## src/rtl/conv_sched_pkg.sv

```systemverilog
// Shared types and default sizing for the conv row scheduler.
// Latency: n/a (declarations only).
// Backpressure: n/a (declarations only).
package conv_sched_pkg;

    localparam int KX_DEF  = 3;
    localparam int PIX_DEF = 3;
    localparam int RES_DEF = 8;
    localparam int CW_DEF  = 8;

    typedef enum logic [2:0] {
        IDLE,
        LOAD_W,
        REQ_ROW,
        RUN,
        CAPTURE,
        EMIT,
        FIN
    } sched_state_t;

endpackage

```

## src/rtl/conv_row_scheduler_counter.sv

```systemverilog
// Clearable up-counter used for the row and output-channel indices.
// Latency: count updates on the clock edge after clr/inc.
// Backpressure: none; clr has priority over inc, and the owner never asks it to wrap.
module GenericCounter #(
    parameter int W = 8
) (
    input  logic         clk,
    input  logic         rst,
    input  logic         i_clr,
    input  logic         i_inc,
    output logic [W-1:0] o_q
);

    logic [W-1:0] r_q;

    // Clear wins over increment so a job start always begins from zero.
    always_ff @(posedge clk or posedge rst) begin
        if (rst) begin
            r_q <= '0;
        end else if (i_clr) begin
            r_q <= '0;
        end else if (i_inc) begin
            r_q <= r_q + W'(1);
        end
    end

    assign o_q = r_q;

endmodule

```

## src/rtl/conv_row_scheduler.sv

```systemverilog
// Sequences weight loads and pixel rows into a conv engine, channel-outer / row-inner.
// Latency: result registered the cycle after eng_kernel_done, offered on out_valid the cycle after.
// Backpressure: EMIT holds out_* stable until out_ready; no new row/weight request meanwhile.
module conv_row_scheduler
    import conv_sched_pkg::*;
#(
    parameter int KX  = KX_DEF,
    parameter int PIX = PIX_DEF,
    parameter int RES = RES_DEF,
    parameter int CW  = CW_DEF
) (
    input  logic               clk,
    input  logic               rst,
    input  logic               start,
    input  logic [CW-1:0]      cfg_rows,
    input  logic [CW-1:0]      cfg_och,
    output logic               busy,
    output logic               done,
    output logic               err,
    output logic               wt_req,
    output logic [CW-1:0]      wt_och,
    input  logic               wt_valid,
    output logic               row_req,
    output logic [CW-1:0]      row_idx,
    input  logic               row_valid,
    output logic               eng_pixel_ready,
    output logic               eng_weight_ready,
    input  logic               eng_kernel_done,
    input  logic [PIX*RES-1:0] eng_acc,
    output logic               out_valid,
    input  logic               out_ready,
    output logic [PIX*RES-1:0] out_data,
    output logic [CW-1:0]      out_row,
    output logic [CW-1:0]      out_och
);

    // The kernel width only shapes the engine's own timing; reject nonsense at elaboration.
    generate
        if (KX < 1) begin : g_kx_check
            $error("conv_row_scheduler: KX must be at least 1");
        end
    endgenerate

    sched_state_t        r_state;
    sched_state_t        w_next;

    logic [CW-1:0]       r_cfg_rows;
    logic [CW-1:0]       r_cfg_och;
    logic [CW-1:0]       w_row_cnt;
    logic [CW-1:0]       w_och_cnt;
    logic                w_row_clr;
    logic                w_row_inc;
    logic                w_och_clr;
    logic                w_och_inc;
    logic                w_last_row;
    logic                w_last_och;
    logic                w_emit_hs;

    logic                r_wt_rdy;
    logic                r_done;
    logic                r_err;
    logic [PIX*RES-1:0]  r_out_data;
    logic [CW-1:0]       r_out_row;
    logic [CW-1:0]       r_out_och;

    GenericCounter #(.W(CW)) u_row_cnt (
        .clk   (clk),
        .rst   (rst),
        .i_clr (w_row_clr),
        .i_inc (w_row_inc),
        .o_q   (w_row_cnt)
    );

    GenericCounter #(.W(CW)) u_och_cnt (
        .clk   (clk),
        .rst   (rst),
        .i_clr (w_och_clr),
        .i_inc (w_och_inc),
        .o_q   (w_och_cnt)
    );

    // Latched cfg is never zero once we leave IDLE for LOAD_W, so "minus one" cannot underflow.
    assign w_last_row = (w_row_cnt == (r_cfg_rows - CW'(1)));
    assign w_last_och = (w_och_cnt == (r_cfg_och - CW'(1)));
    assign w_emit_hs  = (r_state == EMIT) && out_ready;

    // State register.
    always_ff @(posedge clk or posedge rst) begin
        if (rst) begin
            r_state <= IDLE;
        end else begin
            r_state <= w_next;
        end
    end

    // Next-state and counter control; the last channel does not bump och so nothing wraps.
    always_comb begin
        w_next    = r_state;
        w_row_clr = 1'b0;
        w_row_inc = 1'b0;
        w_och_clr = 1'b0;
        w_och_inc = 1'b0;
        case (r_state)
            IDLE: begin
                if (start) begin
                    w_row_clr = 1'b1;
                    w_och_clr = 1'b1;
                    if ((cfg_rows == '0) || (cfg_och == '0)) begin
                        w_next = FIN;
                    end else begin
                        w_next = LOAD_W;
                    end
                end
            end
            LOAD_W: begin
                if (wt_valid) begin
                    w_next = REQ_ROW;
                end
            end
            REQ_ROW: begin
                if (row_valid) begin
                    w_next = RUN;
                end
            end
            RUN: begin
                if (eng_kernel_done) begin
                    w_next = CAPTURE;
                end
            end
            CAPTURE: begin
                w_next = EMIT;
            end
            EMIT: begin
                if (out_ready) begin
                    if (!w_last_row) begin
                        w_row_inc = 1'b1;
                        w_next    = REQ_ROW;
                    end else begin
                        w_row_clr = 1'b1;
                        if (w_last_och) begin
                            w_next = FIN;
                        end else begin
                            w_och_inc = 1'b1;
                            w_next    = LOAD_W;
                        end
                    end
                end
            end
            FIN: begin
                w_next = IDLE;
            end
            default: begin
                w_next = IDLE;
            end
        endcase
    end

    // Job geometry is captured once so cfg changes during a job are invisible.
    always_ff @(posedge clk or posedge rst) begin
        if (rst) begin
            r_cfg_rows <= '0;
            r_cfg_och  <= '0;
        end else if ((r_state == IDLE) && start) begin
            r_cfg_rows <= cfg_rows;
            r_cfg_och  <= cfg_och;
        end
    end

    // Weight-ready spans the whole channel: set on weight arrival, dropped on last-row handshake.
    always_ff @(posedge clk or posedge rst) begin
        if (rst) begin
            r_wt_rdy <= 1'b0;
        end else if ((r_state == LOAD_W) && wt_valid) begin
            r_wt_rdy <= 1'b1;
        end else if (w_emit_hs && w_last_row) begin
            r_wt_rdy <= 1'b0;
        end
    end

    // Done is the registered image of FIN, so it appears alongside busy=0 back in IDLE.
    always_ff @(posedge clk or posedge rst) begin
        if (rst) begin
            r_done <= 1'b0;
        end else begin
            r_done <= (r_state == FIN);
        end
    end

    // A kernel-done outside RUN is a protocol violation; flag it stickily, keep sequencing.
    always_ff @(posedge clk or posedge rst) begin
        if (rst) begin
            r_err <= 1'b0;
        end else if (eng_kernel_done && (r_state != RUN)) begin
            r_err <= 1'b1;
        end
    end

    // Single output stage: accumulators are sampled in CAPTURE, one cycle after kernel done.
    always_ff @(posedge clk or posedge rst) begin
        if (rst) begin
            r_out_data <= '0;
            r_out_row  <= '0;
            r_out_och  <= '0;
        end else if (r_state == CAPTURE) begin
            r_out_data <= eng_acc;
            r_out_row  <= w_row_cnt;
            r_out_och  <= w_och_cnt;
        end
    end

    assign busy             = (r_state != IDLE);
    assign done             = r_done;
    assign err              = r_err;
    assign wt_req           = (r_state == LOAD_W);
    assign wt_och           = w_och_cnt;
    assign row_req          = (r_state == REQ_ROW);
    assign row_idx          = w_row_cnt;
    // Pulse on the row-accept cycle only; the state leaves REQ_ROW on the next edge.
    assign eng_pixel_ready  = (r_state == REQ_ROW) && row_valid;
    assign eng_weight_ready = r_wt_rdy;
    // Decoded from state only, so it never follows out_ready combinationally.
    assign out_valid        = (r_state == EMIT);
    assign out_data         = r_out_data;
    assign out_row          = r_out_row;
    assign out_och          = r_out_och;

endmodule

```

## config.mk

```make
export PLATFORM = sky130hd
export DESIGN_NAME = conv_row_scheduler
export DESIGN_NICKNAME = d
export VERILOG_FILES = /design/src/rtl/conv_sched_pkg.sv /design/src/rtl/conv_row_scheduler_counter.sv /design/src/rtl/conv_row_scheduler.sv
export SDC_FILE = /design/constraint.sdc
export NUM_CORES = 1
export LEC_CHECK = 0
export BUFFER_PORTS_ARGS = -buffer_cell sky130_fd_sc_hd__buf_4
export CAP_MARGIN = 20
export CORE_AREA = 3 3 103 105
export DETAILED_ROUTE_END_ITERATION = 10
export DIE_AREA = 0 0 106 108
export RECOVER_POWER = 25
export SLEW_MARGIN = 25
export SYNTH_ARGS = -nofsm -noshare
export SYNTH_HDL_FRONTEND = slang
export SYNTH_SLANG_ARGS = --single-unit
```

## constraint.sdc

```tcl
create_clock -name clk -period 3.6 [get_ports clk]
set_clock_uncertainty 0.05 [all_clocks]
set_input_delay 0.72 -clock clk [delete_from_list [all_inputs] [get_ports clk]]
set_output_delay 0.72 -clock clk [all_outputs]
set_load 0.02 [all_outputs]
```

# After elaboration in Yosys (flattened, before gate mapping)
# Cells that the tools add are included.
# totals
reg_bits,78
wordCells,71
# classes
addsub,4
eq_ne,14
muxes,27
n_reduce_logical,15
# ops
cell,count
8-bit two-way mux,4
3-bit two-way mux,8
3-bit one-hot mux with 6 select lines,1
8-bit by 1-bit adder with 8-bit output (second input constant),2
8-bit == test,2
8-bit logical NOT,2
8-bit by 1-bit subtractor with 8-bit output (second input constant),2
1-bit two-way mux,13
3-bit == test (second input constant),3
3-bit by 2-bit == test with 1-bit output (second input constant),2
1-bit logical AND,6
2-bit by 1-bit != test with 1-bit output (second input constant),3
2-bit nonzero test,3
5-bit AND reduction,1
2-bit != test (second input constant),2
3-bit by 1-bit == test with 1-bit output (second input constant),1
3-bit logical NOT,1
3-bit by 2-bit != test with 1-bit output (second input constant),1
3-bit nonzero test,1
1-bit one-hot mux with 2 select lines,1
1-bit logical OR,1

# Longest topological paths before layout
# Gate-level depths: netlist of run 1.
# logic_depth
word_depth,8
mapped_depth,11
depth_no_buf,9

# By module
# From an unflattened synthesis of run 1, not the netlist that was laid out.
# hier_totals
cells_unflattened,323
hier_area_um2,3789.9
# modules_own_cells
module,n_inst,cells_each,area_per_inst_um2
conv_row_scheduler,1,247,2989.1
GenericCounter,2,38,400.4

# Worst setup path before layout of run 1
# OpenSTA, ideal clock, no wires.
# synth_timing
kind,register to register
start,register r_cfg_rows[0]
end,register u_och_cnt.r_q[7] (netlist: u_och_cnt.o_q[7])
setup_ns,0.078
t_arrival_ns,2.291
setup_slack_ns,1.181
path_stages_with_launch,10
n_path_buf,0
period_less_slack_ns,2.419
path_cell_list,dfrtp_1 -> inv_1 -> ha_1 -> o21ba_2 -> a221oi_1 -> a41oi_1 -> nor4_4 -> nand4_4 -> or4_1 -> a21oi_1
# synth_via
elab_chain_cells,6
# synth_lines
element,line_no,source
start: declaration,conv_row_scheduler.sv:47,logic [CW-1:0] r_cfg_rows;
start signal: assignment,conv_row_scheduler.sv:164,r_cfg_rows <= cfg_rows;
8-bit by 1-bit subtractor with 8-bit output,conv_row_scheduler.sv:83,assign w_last_row = (w_row_cnt == (r_cfg_rows - CW'(1)));
8-bit == test,conv_row_scheduler.sv:83,
1-bit two-way mux,conv_row_scheduler.sv:135,if (!w_last_row) begin
1-bit two-way mux,conv_row_scheduler.sv:134,if (out_ready) begin
1-bit two-way mux,conv_row_scheduler.sv:103,case (r_state)
2-bit nonzero test (no source line),n/a,
end signal: assignment,conv_row_scheduler_counter.sv:23,r_q <= r_q + W'(1);
end: declaration,conv_row_scheduler_counter.sv:14,logic [W-1:0] r_q;
# Every way passes these cells.
# A chain may end at the register's enable or synchronous reset.

# Worst setup path in the final report of run 1
# Same ends and word-level chain as after synthesis.

==> results.md, run 1 <==
- Outcome: finished, violations left
- Failing checks: capacitance limit, slew limit
- Avg Synthesized Cell Area: 10.4 sq um
- N_diodes: 0
- CP delay by family, top: simple AND/OR/NAND/NOR gates
- R2r setup slk: 0.81 ns
- Die area: 11,400 sq um
- Starting density of the core: 39.6%
- Sequential-to-total area share from yosys stat: 50.6%
- Critical Path Source Type: register
- Hold_buf cts: 0
- Worst R2R Start: r_cfg_rows[0]$_DFFE_PP0P_
- Hold Crit Depth: 1
- Worst-path cell chain: inv_1, ha_1, o21ba_2, a221oi_1, a41oi_1, nor4_4, nand4_4, or4_1, a21oi_1
- Largest net degree at the start of global routing: 79
- Vias per cell: 5.10
- Clock buffer depth: 2
- Share of cells above drive strength 1: 37.5%
- Req. time, crit path: 3.83 ns
- Residual DRC count: 0
- H-tree levels: 3
- Initial antenna violation count: 0
- Number of global-route vias before repair: 3,045
- Max Clock Freq: 359 MHz
- Critical path's slowest cell: or4_1
- Top post-synthesis cells by area: dfrtp_1, mux2_2, nand2_1
- Number of routed nets with antenna violations: 0
- Fin area: 4990 sq um
- Levels on crit path: 9
- Final net count: 529
- CP max stage delay: 0.56 ns
- WS Path Type: reg2reg
- Async set-or-reset flop fraction in the synthesized netlist: 100%
- Critical Path Fanout Max: 16
- Yosys Warn Count: 0
- Final setup violating endpoints: 0
- Rows: 36
- Net Count, Synth: 423
- CTS resizes: 0
- GP Congestion: 0.804
- Die X: 106 um
- Syn Inst Count: 372
- Total Routing Usage GR: 16.8%
- CTS Sinks: 78
- RSZ-0062 raised after global routing: false
- Area leader, netlist: dfrtp_1
- Yosys top cell area share: 50.6%
- Pwr Density: 702 nW/um^2
- Drt wl/cell: 15.1 um
- Clk Latency, worst-skew pair: 0.35 ns
- I/O pin cnt: 111
- Overflow after GRT: 0
- # port buffers: 110
- Post-CTS repair timing setup buffer count: 0
- Slew Limit Fails: 79
- DP Area: 4810 sq um
- Reg-to-reg endpoint: u_och_cnt.o_q[7]$_DFFE_PP0P_
- FF+latch count, synth: 78
- DRT iter0 DRCs: 91
- Critical Path End: u_och_cnt.o_q[7]$_DFFE_PP0P_
- Number of synthesized flops with an enable pin: 0
- First-pass GRT wire length: 15,300 um
- HP Class: reg2reg
- Drt first pass iters: 4
- CTS tree: done
- Post-Route WL: 9300 um
- Root Buffer Master: clkbuf_8
- P&R area growth vs syn: 29.3%
- R2r worst-path depth: 9
- Setup TNS: 0 ns
- Least-Margin Pin Slew: 1.94 ns
- Worst ir drop on vdd: 0.342 mV
- Buf/Inv on CP: 1
- Slew Limit Headroom: -29.1%
- Main synth FF type: dfrtp_1
- Most common cell in the synthesized netlist: dfrtp_1
- MaxCap Viol Count: 1
- Yosys cell types: 47
- Routed vias: 3,139
- Final Hold Viols: 0
- CTS buffer count: 9
- Tmin final: 2.79 ns
- Tcrit/Tclk final: 77.4%
- Endpoint class of the critical path: register
- Static Leakage: 2.35 nW
- Post-synth top cells: dfrtp_1, nand2_1, mux2_2, o21ai_0
- Post-Syn Area: 3850 sq um
- Clock transition at path regs: 0.09 ns
- Core Area: 9730 sq um
- Worst EP arrival: 3.02 ns
- Die height: 108 um
- Crit path launch: r_cfg_rows[0]$_DFFE_PP0P_
- Detail Placement HPWL: 6650 um
-- worst reg2reg max path: stages, from the launching register on --
cell	delay [ns]
dfrtp_1	0.44
inv_1	0.09
ha_1	0.27
o21ba_2	0.23
a221oi_1	0.31
a41oi_1	0.12
nor4_4	0.25
nand4_4	0.25
or4_1	0.57
a21oi_1	0.15
-- cell type report --
class / instances / area, sq um
Clock buffer: 9 / 124
Clock inverter: 7 / 55.1
Fill cell: 936 / 4740
Inverter: 9 / 35.0
Multi-Input combinational cell: 267 / 1810
Sequential cell: 78 / 1950
Tap cell: 133 / 166
Timing Repair Buffer: 113 / 846
-- how the worst min path moves through the flow --
stage | from | to
6_report | err$_DFFE_PP0P_ | err$_DFFE_PP0P_
3_5_place_dp | err$_DFFE_PP0P_ | err$_DFFE_PP0P_
4_1_cts | err$_DFFE_PP0P_ | err$_DFFE_PP0P_
3_3_place_gp | err$_DFFE_PP0P_ | err$_DFFE_PP0P_
2_1_floorplan | r_cfg_och[7]$_DFFE_PP0P_ | r_cfg_och[7]$_DFFE_PP0P_
5_1_grt | err$_DFFE_PP0P_ | err$_DFFE_PP0P_
-- logic make-up (layout without fill, tap and decap cells) --
group,after synthesis,in the layout,share of synthesized area [%]
mux,41,41,12.0
buf+inv,27,138,2.66
simple gates,143,143,18.8
fa+ha+maj,4,4,1.30
compound gates,57,57,9.64
flops,78,78,50.6
xor+xnor,22,22,5.00
-- cells in the final DEF, fill, tap and decap left out, types with 9 or more instances in the layout --
| cell type | Yosys | final |
|---|---|---|
| buf_4 | 0 | 111 |
| nand3_1 | 13 | 13 |
| nand2_1 | 65 | 65 |
| a21oi_1 | 14 | 14 |
| nor3_1 | 9 | 9 |
| xor2_1 | 10 | 10 |
| mux2_2 | 41 | 41 |
| o21ai_0 | 17 | 17 |
| xnor2_1 | 12 | 12 |
| dfrtp_1 | 78 | 78 |
| clkbuf_8 | 0 | 9 |
| nor2_1 | 13 | 12 |
-- metrics by stage --
step | hold WS [ns] | utilization [%] | power, mW | setup slack [ns] | instances
5_1_grt | 0.451 | 51.2 | 3.75 | 0.619 | 616
3_5_place_dp | 0.400 | 49.4 | 2.92 | 0.870 | 600
2_1_floorplan | 0.415 | - | 2.39 | 0.835 | 372
4_1_cts | 0.429 | 51.3 | 3.54 | 0.847 | 616
6_report | 0.428 | 51.2 | 3.50 | 0.813 | 616
3_3_place_gp | 0.405 | 49.4 | 2.88 | 0.973 | 600
-- flip-flops by register name, indices dropped and copies added (netlist names) --
register / flops
done: 1
eng_weight_ready: 1
err: 1
out_data: 24
out_och: 8
out_row: 8
r_cfg_och: 8
r_cfg_rows: 8
r_state: 3
u_och_cnt.o_q: 8
u_row_cnt.o_q: 8
-- where the power goes --
| group | switching [mW] | total, mW | leakage (nW) | internal (mW) |
|---|---|---|---|---|
| sequential | 0.256 | 1.38 | 1.01 | 1.13 |
| clock | 0.353 | 0.610 | 0.0866 | 0.258 |
| combinational | 0.790 | 1.51 | 1.26 | 0.718 |
| total | 1.40 | 3.50 | 2.35 | 2.10 |
-- per-layer routing --
layer / up-vias / track usage [%] / wire, um / share of wire (%)
li1: 1518 / - / - / -
met1: 1533 / 21.8 / 4080 / 44
met2: 79 / 28.1 / 4700 / 51
met3: 9 / 4.42 / 431 / 4.6
met4: 0 / 4.16 / 75 / 0.81
met5: - / 0 / 0 / 0
Power figures use the tool's default switching activity.
==> run 2, diff against run 1 <==
--- a/config.mk
+++ b/config.mk
@@ -5,11 +5,12 @@
 export SDC_FILE = /design/constraint.sdc
 export NUM_CORES = 1
 export LEC_CHECK = 0
+export ABC_AREA = 1
 export BUFFER_PORTS_ARGS = -buffer_cell sky130_fd_sc_hd__buf_4
 export CAP_MARGIN = 20
-export CORE_AREA = 3 3 103 105
+export CORE_AREA = 3 3 107 109
 export DETAILED_ROUTE_END_ITERATION = 10
-export DIE_AREA = 0 0 106 108
+export DIE_AREA = 0 0 110 112
 export RECOVER_POWER = 25
 export SLEW_MARGIN = 25
 export SYNTH_ARGS = -nofsm -noshare
==> constraint.sdc (replaced) <==
create_clock -name clk -period 2.4 [get_ports clk]
set_clock_uncertainty 0.05 [all_clocks]
set_input_delay 0.48 -clock clk [delete_from_list [all_inputs] [get_ports clk]]
set_output_delay 0.48 -clock clk [all_outputs]
set_load 0.02 [all_outputs]
==> run 2 against run 1 <==
  * The flow still finishes with violations (capacitance limit, slew limit)
  * Final area grew 8.0%
  * Maximum frequency is 26% higher
  * Total power up 86%
  * Global-route usage up 0.72 points
  * Utilization fell by 0.90 points
  * Final cell count is 24% higher
  * Register-to-register slack worse by 0.62 ns
  * Critical endpoint is now u_row_cnt.o_q[5]$_DFFE_PP0P_
==> results.md, run 2 <==
- Top post-synthesis cells by area: dfrtp_1, nand2_1, mux2_2 (was dfrtp_1, mux2_2, nand2_1)
- Detail Placement HPWL: 7930 um (was 6650 um)
- Most common cell in the synthesized netlist: nand2_1 (was dfrtp_1)
- Overflow after GRT: 0 (unchanged)
- Worst-path cell chain: nor2_1, nand2_1, nor2_2, inv_1, nand2_1, nor2_1, nand2_1, nand2_1 (was inv_1, ha_1, o21ba_2, a221oi_1, a41oi_1, nor4_4, nand4_4, or4_1, a21oi_1)
- Fin area: 5390 sq um (was 4990 sq um)
- Hold_buf cts: 0 (unchanged)
- P&R area growth vs syn: 27.8% (was 29.3%)
- Rows: 38 (was 36)
- Clk Latency, worst-skew pair: 0.35 ns (about the same)
- Yosys cell types: 34 (was 47)
- FF+latch count, synth: 78 (unchanged)
- Yosys top cell area share: 46.3% (was 50.6%)
- Post-synth top cells: nand2_1, dfrtp_1, inv_1, nor2_1, nand3_1 (was dfrtp_1, nand2_1, mux2_2, o21ai_0)
- Fin Hold WS: 0.287 ns (was 0.428 ns)
- CTS Sinks: 78 (unchanged)
- Sequential-to-total area share from yosys stat: 46.3% (was 50.6%)
- Tcrit/Tclk final: 91.8% (was 77.4%)
- Avg Synthesized Cell Area: 8.30 sq um (was 10.4 sq um)
- Failing checks: capacitance limit, slew limit (unchanged)
- CP max stage delay: 0.75 ns (was 0.56 ns)
- DRT iter0 DRCs: 137 (was 91)
- Final Total Pwr: 6.52 mW (was 3.50 mW)
- Starting density of the core: 39.4% (was 39.6%)
- Worst EP arrival: 2.45 ns (was 3.02 ns)
- Largest net degree at the start of global routing: 79 (unchanged)
- Core Area: 10,700 sq um (was 9730 sq um)
- Syn Inst Count: 508 (was 372)
- Setup TNS: 0 ns (unchanged)
- Clock transition at path regs: 0.08 ns (was 0.09 ns)
- Slew Limit Fails: 79 (unchanged)
- Share of cells above drive strength 1: 30.2% (was 37.5%)
- WS Path Type: reg2reg (unchanged)
- Critical Path Source Type: register (unchanged)
- Slew Limit Headroom: -12.7% (was -29.1%)
- GP Congestion: 0.901 (was 0.804)
- DP Area: 5210 sq um (was 4810 sq um)
- Most frequent cells in the layout: nand2_1, buf_4, dfrtp_1 (was buf_4, dfrtp_1, nand2_1)
- Commonest non-fill, non-tap cell in the layout: nand2_1 (was buf_4)
- Static Leakage: 2.77 nW (was 2.35 nW)
- HP Class: in2reg (was reg2reg)
- Number of routed nets with antenna violations: 0 (unchanged)
- RSZ-0062 raised after global routing: false (unchanged)
- I/O pin cnt: 111 (unchanged)
- Max reg flops: 24 (unchanged)
- Crit path top cell by count: nand2_1
- Tmin final: 2.20 ns (was 2.79 ns)
- Final Hold Viols: 0 (unchanged)
- N_diodes: 0 (unchanged)
- Async set-or-reset flop fraction in the synthesized netlist: 100% (unchanged)
- Die area: 12,300 sq um (was 11,400 sq um)
- First-pass GRT wire length: 17,300 um (was 15,300 um)
- Initial antenna violation count: 0 (unchanged)
- Vias per cell: 4.82 (was 5.10)
- Final net count: 672 (was 529)
- Max Clock Freq: 454 MHz (was 359 MHz)
- Final setup violating endpoints: 0 (unchanged)
- Main synth FF type: dfrtp_1 (unchanged)
- Clock buffer depth: 2 (unchanged)
- Post-CTS repair timing setup buffer count: 0 (unchanged)
- CTS buffer count: 9 (unchanged)
- Net Count, Synth: 559 (was 423)
- Least-Margin Pin Slew: 1.69 ns (was 1.94 ns)
- Residual DRC count: 0 (unchanged)
- Drt wl/cell: 13.6 um (was 15.1 um)
- Yosys Warn Count: 0 (unchanged)
- # port buffers: 110 (unchanged)
- Drt first pass iters: 4 (unchanged)
- Die X: 110 um (was 106 um)
- Die height: 112 um (was 108 um)
- Outcome: finished, violations left (unchanged)
- MaxCap Viol Count: 1 (unchanged)
- Number of synthesized flops with an enable pin: 0 (unchanged)
- CTS resizes: 0 (unchanged)
- Pre-CTS WS: 0.212 ns (was 0.870 ns)
- Post-Syn Area: 4210 sq um (was 3850 sq um)
- Setup ws final: 0.196 ns (was 0.813 ns)
- Worst ir drop on vdd: 0.513 mV (was 0.342 mV)
- Endpoint class of the critical path: register (unchanged)
- Post-Route WL: 10,400 um (was 9300 um)
- Req. time, crit path: 2.64 ns (was 3.83 ns)
- Area leader, netlist: dfrtp_1 (unchanged)
- CTS tree: done (unchanged)
- Critical path's slowest cell: inv_1 (was or4_1)
- Critical Path Fanout Max: 30 (was 16)
- Root Buffer Master: clkbuf_8 (unchanged)
- H-tree levels: 3 (unchanged)
- Total Routing Usage GR: 17.5% (was 16.8%)
- Routed vias: 3,693 (was 3,139)
- Pwr Density: 1210 nW/um^2 (was 702 nW/um^2)
- Number of global-route vias before repair: 3,663 (was 3,045)
==> run 2: final cells by class <==
type,count,area (sq um)
tap,140,175
clock inverter,5,60.1
inverter,59,223
fill,1022,5310
clock buffer,11,131
sequential,78,1950
multi-input combinational,359,1990
timing repair buffer,114,853
==> run 2: cells by family (layout without fill, tap and decap cells) <==
| group | count (synthesis) | after routing | share of synthesized area (%) |
|---|---|---|---|
| DFF | 78 | 78 | 46.3 |
| xor gates and xnor gates | 21 | 21 | 4.36 |
| and+or+nand+nor | 268 | 268 | 29.9 |
| muxes | 25 | 25 | 6.68 |
| buffers and inverters | 71 | 189 | 6.47 |
| adders and majority gates | 4 | 4 | 1.19 |
| AOI/OAI and AO/OA | 41 | 41 | 5.05 |
==> run 2: per-stage QoR <==
| step | cells | util (%) |
|---|---|---|
| floorplan | 508 | - |
| global placement | 750 | 48.7 |
| detailed placement | 750 | 48.7 |
| CTS | 766 | 50.5 |
| global route | 766 | 50.4 |
| finish | 766 | 50.4 |
==> run 2: path summary, 6_finish.rpt <==
path / startpoint / end / slack, ns / cells after the start
worst min register to register: err$_DFFE_PP0P_ / err$_DFFE_PP0P_ / 0.44 / 1
max in group asynchronous: rst / eng_weight_ready$_DFFE_PP0P_ / 0.59 / 3
min in group asynchronous: rst / out_row[6]$_DFFE_PP0P_ / 0.71 / 3
worst min-delay path: cfg_och[3] / r_cfg_och[3]$_DFFE_PP0P_ / 0.29 / 3
worst max register to register: r_state[1]$_DFFE_PP0P_ / u_row_cnt.o_q[5]$_DFFE_PP0P_ / 0.20 / 8
worst max-delay path: r_state[1]$_DFFE_PP0P_ / u_row_cnt.o_q[5]$_DFFE_PP0P_ / 0.20 / 8
==> run 2: layer usage <==
metal,GRT usage [%],wire (um)
met1,21.3,4270
met2,30.6,5400
met5,0,0
met3,3.01,572
met4,6.15,183
==> run 2: power by group <==
part	internal, mW	switching (mW)
combinational	1.35	2.02
sequential	1.78	0.388
clock	0.483	0.496
total	3.62	2.90
==> run 2: critical path: cells and delay by family (launching register included) <==
| kind | cells | cell delay, ns |
|---|---|---|
| simple gates | 7 | 0.86 |
| flops | 1 | 0.49 |
| buf+inv | 1 | 0.75 |
